==> config.mk <==
export PLATFORM = sky130hd
export DESIGN_NAME = spm_mult_seq
export DESIGN_NICKNAME = d
export VERILOG_FILES = /design/src/rtl/spm_mult_seq.sv
export SDC_FILE = /design/constraint.sdc
export NUM_CORES = 1
export LEC_CHECK = 0
export ABC_CLOCK_PERIOD_IN_PS = 4350
export CORE_MARGIN = 3
export CORE_UTILIZATION = 35
export CTS_CLUSTER_DIAMETER = 120
export DETAILED_ROUTE_END_ITERATION = 8
export PLACE_DENSITY = 0.59
export SYNTH_ARGS = -nofsm -noshare
export SYNTH_HDL_FRONTEND = slang
export SYNTH_SLANG_ARGS = --single-unit
==> constraint.sdc <==
create_clock -name clk -period 4.35 [get_ports clk]
set_input_delay 0.6525 -clock clk [delete_from_list [all_inputs] [get_ports clk]]
set_output_delay 0.6525 -clock clk [all_outputs]
set_load 0.02 [all_outputs]
==> src/rtl/spm_mult_seq.sv <==
`default_nettype none
// ============================================================================
//  Module   : spm_mult_seq
//  Purpose  : Sequencer for the serial-parallel multiplier CSA chain.
//             - Accepts a parallel multiplier word over valid/ready.
//             - Pulses a one-cycle clear to the chain.
//             - Streams the multiplier LSB-first into the chain's y input.
//             - Deserialises the chain's serial product into a 2*WIDTH word,
//               then offers it over valid/ready.
//  Options  : define SPM_MULT_SEQ_SIGNED_EN for a two's-complement multiplier.
//             Without it, the upper WIDTH serial bits are zero (unsigned).
//  Revision : 1.0  initial release
// ============================================================================
module spm_mult_seq #(
  parameter int WIDTH     = 32,
  parameter int CHAIN_LAT = 1
) (
  input  logic                 clk,
  input  logic                 rst,        // asynchronous, active-low
  input  logic                 in_valid,
  output logic                 in_ready,
  input  logic [WIDTH-1:0]     in_y,
  output logic                 y_ser,
  output logic                 chain_clr,
  input  logic                 p_ser,
  output logic                 out_valid,
  input  logic                 out_ready,
  output logic [2*WIDTH-1:0]   out_p,
  output logic                 busy
);

  // Counter sized so the post-increment value after the final shift count
  // still fits; the counter therefore never wraps inside an operation.
  localparam int c_PW        = 2 * WIDTH;
  localparam int c_CNT_W     = $clog2(2 * WIDTH + CHAIN_LAT + 1);
  localparam logic [c_CNT_W-1:0] c_CNT_LAST  = c_CNT_W'(2 * WIDTH + CHAIN_LAT - 1);
  localparam logic [c_CNT_W-1:0] c_CNT_WIDTH = c_CNT_W'(WIDTH);
  localparam logic [c_CNT_W-1:0] c_CNT_LAT   = c_CNT_W'(CHAIN_LAT);

  typedef enum logic [1:0] {
    ST_IDLE  = 2'd0,
    ST_CLEAR = 2'd1,
    ST_SHIFT = 2'd2,
    ST_DONE  = 2'd3
  } state_t;

  state_t               r_state;
  state_t               w_state_nxt;
  logic [WIDTH-1:0]     r_y;
  logic [c_PW-1:0]      r_p;
  logic [c_CNT_W-1:0]   r_cnt;

  logic                 w_load;
  logic                 w_shift_en;
  logic                 w_capture;
  logic                 w_ext;
  logic                 w_ybit;
  logic [WIDTH-1:0]     w_y_shifted;

  // State register; reset returns to IDLE from any state.
  always_ff @(posedge clk or negedge rst) begin
    if (!rst) begin
      r_state <= ST_IDLE;
    end else begin
      r_state <= w_state_nxt;
    end
  end

  // Next-state and state-decoded control outputs.
  always_comb begin
    w_state_nxt = r_state;
    in_ready    = 1'b0;
    chain_clr   = 1'b0;
    out_valid   = 1'b0;
    busy        = 1'b1;
    w_load      = 1'b0;
    w_shift_en  = 1'b0;
    case (r_state)
      ST_IDLE: begin
        in_ready = 1'b1;
        busy     = 1'b0;
        if (in_valid) begin
          w_load      = 1'b1;
          w_state_nxt = ST_CLEAR;
        end
      end
      ST_CLEAR: begin
        chain_clr   = 1'b1;
        w_state_nxt = ST_SHIFT;
      end
      ST_SHIFT: begin
        w_shift_en = 1'b1;
        if (r_cnt == c_CNT_LAST) begin
          w_state_nxt = ST_DONE;
        end
      end
      ST_DONE: begin
        out_valid = 1'b1;
        if (out_ready) begin
          w_state_nxt = ST_IDLE;
        end
      end
      default: begin
        w_state_nxt = ST_IDLE;
      end
    endcase
  end

  // Bit fed to the chain once the multiplier word is exhausted.
`ifdef SPM_MULT_SEQ_SIGNED_EN
  assign w_ext = r_y[WIDTH-1];
`else
  assign w_ext = 1'b0;
`endif

  // Product bits only become meaningful CHAIN_LAT counts after the first
  // y bit; with zero latency every shift count captures.
  generate
    if (CHAIN_LAT == 0) begin : g_lat_zero
      assign w_capture = 1'b1;
    end else begin : g_lat_nonzero
      assign w_capture = (r_cnt >= c_CNT_LAT);
    end
  endgenerate

  // Select multiplier bit cnt; beyond the word, drive the extension bit.
  assign w_y_shifted = r_y >> r_cnt;
  assign w_ybit      = (r_cnt < c_CNT_WIDTH) ? w_y_shifted[0] : w_ext;
  assign y_ser       = w_shift_en & w_ybit;

  assign out_p = r_p;

  // Operand latch, shift counter and product deserialiser.
  always_ff @(posedge clk or negedge rst) begin
    if (!rst) begin
      r_y   <= '0;
      r_p   <= '0;
      r_cnt <= '0;
    end else begin
      if (w_load) begin
        r_y <= in_y;
      end
      if (chain_clr) begin
        r_cnt <= '0;
      end else if (w_shift_en) begin
        r_cnt <= r_cnt + 1'b1;
      end
      // Right shift: after 2*WIDTH captures the first product bit sits in
      // bit 0 and the last one in the MSB.
      if (w_shift_en && w_capture) begin
        r_p <= {p_ser, r_p[c_PW-1:1]};
      end
    end
  end

endmodule
`default_nettype wire

==> metrics <==
Critical Path End=y_ser; fraction of the cycle the final worst path needs=77.8%; sequential-to-total area share from yosys stat=58.3%; outcome=finished, final reports clean; multiplexer fraction of the synthesized cell area=29.6%; clock buffer count from CTS=9; Initial DRT Pass Iterations=4; main area contributors after synthesis=sky130_fd_sc_hd__dfrtp_1, sky130_fd_sc_hd__mux2_2, sky130_fd_sc_hd__mux4_1, sky130_fd_sc_hd__buf_6, sky130_fd_sc_hd__ha_1; count of flip-flops with a built-in enable after synthesis=0; number of gates given a new drive strength after cts=0; effective utilization at floorplan=36.6%; required time worst endpoint=3700 ps; number of nets in the layout=443; Synth Instances=294; routed wire length=9410 um; RR Startpoint=r_cnt[1]$_DFFE_PN0P_; capture instance of the worst register-to-register path=out_p[32]$_DFFE_PN0P_; final worst-path setup slack=965 ps; count of buffers inserted at the top-level ports=105; count of vias placed by the detailed router=2732; Post-DP Area=5660 sq um; global-route wire length before repair=15800 um; Finish-stage setup viols=0; source-to-sink clock delay at the later pin of the worst-skew pair=350 ps; min-delay worst type=primary input to async pin; highest attainable clock frequency=295 MHz; reported max-cap violation count=0; Layout fillers=1157; xor-xnor portion of the synthesized cell area=0%; worst reg2reg setup slack=1540 ps; core area=12300 sq um; hold buffer count at cts=0; CTS max path bufs=2; largest area contributor in the synthesized netlist=sky130_fd_sc_hd__dfrtp_1; cell depth of the worst flop-to-flop path=6; antenna diode count=0; Worst Setup Start Kind=flip-flop; number of max-slew violations in the final report=0; non-filler instance count after layout=572; worst voltage drop across the vdd grid=0.294 mV; top post-synthesis cells by count=sky130_fd_sc_hd__dfrtp_1, sky130_fd_sc_hd__mux2_2, sky130_fd_sc_hd__inv_1; net count after synthesis=338; total leakage power=2.62 nW; post-layout minimum cycle time=3380 ps; CTS tree=built; Die X=119 um; worst rel slew slack=49.4%; transition time at the pin with the least slew margin=759 ps; top cell type's share of synthesized area=58.3%; Setup crit start=r_cnt[1]$_DFFE_PN0P_; Yosys cell types=34; adder-cell area share of the yosys netlist=1.94%; placed wire-length estimate after detailed placement=6660 um; primary flip-flop cell chosen by synthesis mapping=sky130_fd_sc_hd__dfrtp_1; post-route standard cell area excluding fillers=5960 sq um; top-level port count=106; wire per inst=16.4 um; sequential cell fraction of total power=51.7%; Die Y=119 um; number of endpoints with negative hold slack in the final report=0; aggregate negative setup slack=0 ps; remaining design rule violation count=0; proportion of layout cells with a drive suffix above 1=31.2%; ANT nets after route=0; combinational family with the most area after synthesis=multiplexers; pin count of the biggest net entering global routing=57; detail-routed via count per cell=4.78; root cell of the clock tree=sky130_fd_sc_hd__clkbuf_16; clock sink count=105; power after layout=1.96 mW; last weighted congestion value of the routability-driven placer=0.810; Critical Path Fanout Max=15; Logic pwr share=7.7%; htree depth=3; Post-CTS Setup Repair Bufs=0; global routing usage summed across all routing layers=14.1%; flops & latches, synth=105; floorplan die area=14300 sq um; endpoint kind of the worst setup timing path=output port; number of rows created at floorplan=40; remaining global-route overflow=0; Final Skew=7.22 ps; setup repair after global routing missed its margin=no; Placed Instances=556; fraction of power consumed by the clock network=40.5%; type of the worst setup path=flip-flop to output port; violation count after the first detailed-route iteration=127; area of the mapped netlist=4510 sq um; vias in the first global route=3026; warning count from the yosys run=0; switching portion of total power=22.4%; Clk pin slew, worst setup/hold paths=70 ps; Synth-to-Final Area Change=32.4%; total net switching power=0.440 mW; critical path arrival=2730 ps; total power per unit cell area=329 nW/um^2; Place WS=1320 ps; antenna violations before repair=0; most common cell in the synthesized netlist=sky130_fd_sc_hd__dfrtp_1; Async SR Flop Fraction=100%; Int Pwr=1.52 mW; Post-Synth Simple-Gate Area=2.58%; complex-gate fraction of the synthesized area=3.33%; per-instance average area after synthesis=15.3 sq um
-- state kept, by name (all words and copies together) (netlist names) --
signal	flops
out_p	64
r_y	32
r_cnt	7
r_state	2
-- kinds of logic (layout without fill, tap and decap cells) --
kind of cell | Yosys count | in the layout
AO/OA/AOI/OAI | 20 | 20
adder cells (fa/ha/maj) | 7 | 7
buffers and inverters | 27 | 137
flip-flops | 105 | 105
multiplexers | 113 | 113
AND/OR/NAND/NOR | 22 | 22
-- power by group through the flow --
stage,Clock (mW),Combinational [mW],Sequential [mW]
after floorplan,0,0.0201,1.06
after global placement,0,0.155,1.03
after detailed placement,0,0.155,1.03
after CTS,0.831,0.156,1.02
after global routing,0.870,0.164,1.02
final,0.795,0.152,1.02
-- layer usage --
metal  vias to the layer above  part of all wire [%]  global-route usage (%)
li1                       1264                     -                       -
met1                      1379                    41                    16.7
met2                        76                    47                    21.9
met3                        13                   9.7                    7.64
met4                         0                   1.5                    4.72
met5                         -                     0                       0
-- layout make-up --
class | count | area (sq um) | share of cell area [%]
Clock buffer | 12 | 267 | 4.47
Inverter | 12 | 45.0 | 0.755
Tap cell | 168 | 210 | 3.52
Timing Repair Buffer | 109 | 1090 | 18.3
Sequential cell | 105 | 2630 | 44.1
Clock inverter | 4 | 33.8 | 0.567
Multi-Input combinational cell | 162 | 1690 | 28.3
-- critical path: stages, from the launching register on --
cell	delay [ps]
sky130_fd_sc_hd__dfrtp_1	730
sky130_fd_sc_hd__mux4_1	360
sky130_fd_sc_hd__nor2_1	50
sky130_fd_sc_hd__a311o_1	300
sky130_fd_sc_hd__a221oi_2	290
sky130_fd_sc_hd__clkdlybuf4s50_1	660
-- per-stage QoR --
stage / utilization [%] / hold slack [ps]
after global placement: 46.0 / 494
after floorplan: - / 357
after global routing: 48.4 / 414
after detailed placement: 46.0 / 489
after CTS: 48.4 / 379
final: 48.4 / 354
-- placed cells by master, fill, tap and decap left out, types with 4 or more instances in the layout --
cell | netlist | final
sky130_fd_sc_hd__o22ai_1 | 5 | 5
sky130_fd_sc_hd__ha_1 | 7 | 7
sky130_fd_sc_hd__mux4_1 | 4 | 4
sky130_fd_sc_hd__clkdlybuf4s50_1 | 0 | 104
sky130_fd_sc_hd__nor2_1 | 5 | 5
sky130_fd_sc_hd__mux2_2 | 100 | 100
sky130_fd_sc_hd__nand2_1 | 5 | 5
sky130_fd_sc_hd__mux2i_1 | 7 | 7
sky130_fd_sc_hd__dfrtp_1 | 105 | 105
sky130_fd_sc_hd__clkbuf_16 | 0 | 9
sky130_fd_sc_hd__inv_1 | 12 | 12
sky130_fd_sc_hd__buf_4 | 1 | 4
-- worst min path at each step --
stage / from / to / slack (ps) / depth (start not counted)
floorplan: rst / out_p[0]$_DFFE_PN0P_ / 360 / 0
CTS: rst / out_p[44]$_DFFE_PN0P_ / 380 / 1
global route: rst / out_p[31]$_DFFE_PN0P_ / 410 / 1
detailed placement: r_y[25]$_DFFE_PN0P_ / r_y[25]$_DFFE_PN0P_ / 490 / 1
global placement: out_p[0]$_DFFE_PN0P_ / out_p[0]$_DFFE_PN0P_ / 490 / 1
finish: rst / r_state[1]$_DFFE_PN0P_ / 350 / 1
No activity file was read; power rests on OpenSTA's default activity.
==> edit, RTL diff (same settings) <==
The option `SPM_MULT_SEQ_SIGNED_EN` is turned on by a define.
--- a/src/rtl/spm_mult_seq.sv
+++ b/src/rtl/spm_mult_seq.sv
@@ -11,6 +11,8 @@
 //             Without it, the upper WIDTH serial bits are zero (unsigned).
 //  Revision : 1.0  initial release
 // ============================================================================
+`define SPM_MULT_SEQ_SIGNED_EN
+
 module spm_mult_seq #(
   parameter int WIDTH     = 32,
   parameter int CHAIN_LAT = 1
Formal check against the unedited RTL: same outputs for any inputs over 10 cycles, from zero or initial values and one cycle with rst low; that may be too few to reach the edited logic, so the function may still have changed.
==> edit against the unedited design <==
Cell area shrank 0.71%; final cell count increased by 0.52%; first-iteration DRC count shrank 4.7%; die area down 1.3%; sequential cell count is the same; wire length decreased by 7.4%; worst setup slack worse by 0.17 ns; synthesized cell count rose by 1.7%; clock skew hardly changed; synthesized area fell by 1.3%; count of clock-buffer cells in the layout fell by 1; critical endpoint unchanged; highest routed layer unchanged.
Power is not compared: it rests on default switching activity, and its combinational part moved more than twofold at a synthesized area within 25%.
==> edit: results (changes against the unedited design) <==
Status: finished, final reports clean (unchanged)
Mux share of post-synthesis cell area: 28.2% (was 29.6%)
Filler Cells Inserted: 1,128 (was 1,157)
Nets: 447 (was 443)
GRT Total Usage: 12.8% (was 14.1%)
Hold WS: 0.460 ns (was 0.354 ns)
Net count after synthesis: 343 (was 338)
First-pass GRT wire length: 14,600 µm (was 15,800 µm)
CP Max Fanout: 18 (was 15)
Hpwl dp: 6040 µm (was 6660 µm)
Tightest Pin Transition: 0.967 ns (was 0.759 ns)
Routed len/inst: 15.2 µm (was 16.4 µm)
Vias after detailed routing: 2,734 (was 2,732)
Synth top area cells: dfrtp_1 (59%), mux2_2 (22%), mux2_1 (2.5%) (was dfrtp_1 (58%), mux2_2 (25%), mux4_1 (2.3%))
WP data arrival: 2.90 ns (was 2.73 ns)
Largest net degree at the start of global routing: 79 (was 57)
First DRT Iteration DRCs: 121 (was 127)
Post-Synth Adder-Cell Area: 1.97% (was 1.94%)
Vias in the first global route: 2,805 (was 3,026)
Post-Layout Cell Count: 575 (was 572)
Crit-path max cell delay: 0.84 ns (was 0.73 ns)
Number of instances in the placed design: 560 (was 556)
Top cells by count, synth: dfrtp_1 (105), mux2_2 (88), nand2_1 (12), mux2_1 (10), inv_1 (9) (was dfrtp_1 (105), mux2_2 (100), inv_1 (12), buf_6 (9))
FF-to-FF End: out_p[39] (was out_p[32])
Xor and xnor fraction of the mapped netlist area: 0.394% (was 0%)
Register-to-register setup slack: 1.27 ns (was 1.54 ns)
Synth Area in Compound Gates: 3.55% (was 3.33%)
Share of synthesized registers carrying an async set or reset: 100% (unchanged)
Cells after synthesis: 299 (was 294)
==> edit: cell count changes in the layout (fill, tap and decap cells not counted), sizes merged, moves of 2 or more <==
cell     before  now
nand2         5   12
a2111oi       0    2
a311o         2    0
inv          14   10
nor3          3    0
nand4         0    2
or3           0    3
mux2        101   98
a31oi         0    2
==> edit: worst max-delay path by stage <==
stage,slack (ns),endpoint,cells after the start
final,0.80,y_ser,6
after global routing,0.59,y_ser,6
after CTS,0.75,y_ser,6
after detailed placement,1.14,y_ser,6
after global placement,1.18,y_ser,6
after floorplan,1.74,y_ser,6
==> edit: through the flow <==
stage	worst slack, ns	area (µm²)
2_1_floorplan	1.74	4450
3_3_place_gp	1.18	5620
3_5_place_dp	1.14	5620
4_1_cts	0.755	5920
5_1_grt	0.591	5920
6_report	0.797	5920
==> edit: cell type report <==
cell class                 count  area [µm²]  share of cell area, %
clock buffer                  11         253                   4.27
clock inverter                 4        51.3                  0.866
inverter                       9        33.8                  0.571
multi-input combinational    170        1670                   28.3
sequential                   105        2630                   44.4
tap                          168         210                   3.55
timing repair buffer         108        1070                   18.1
==> edit: layer usage <==
metal  wire [µm]  GRT usage, %  share of wire [%]
met1        4010          17.5                 46
met2        4030          19.4                 46
met3         461          2.78                5.3
met4         215          6.44                2.5
met5           0             0                  0
==> edit: critical path, delay by kind of cell (launching register included) <==
family	cells	cell delay (ns)
flops	1	0.84
compound gates	2	0.40
simple gates	2	0.47
buf+inv	1	0.67
mux	1	0.18
==> edit: cell families after synthesis <==
group	count (synthesis)
AOI/OAI and AO/OA	22
DFF	105
and+or+nand+nor	31
buffers and inverters	24
adders and majority gates	7
muxes	108
xor gates and xnor gates	2
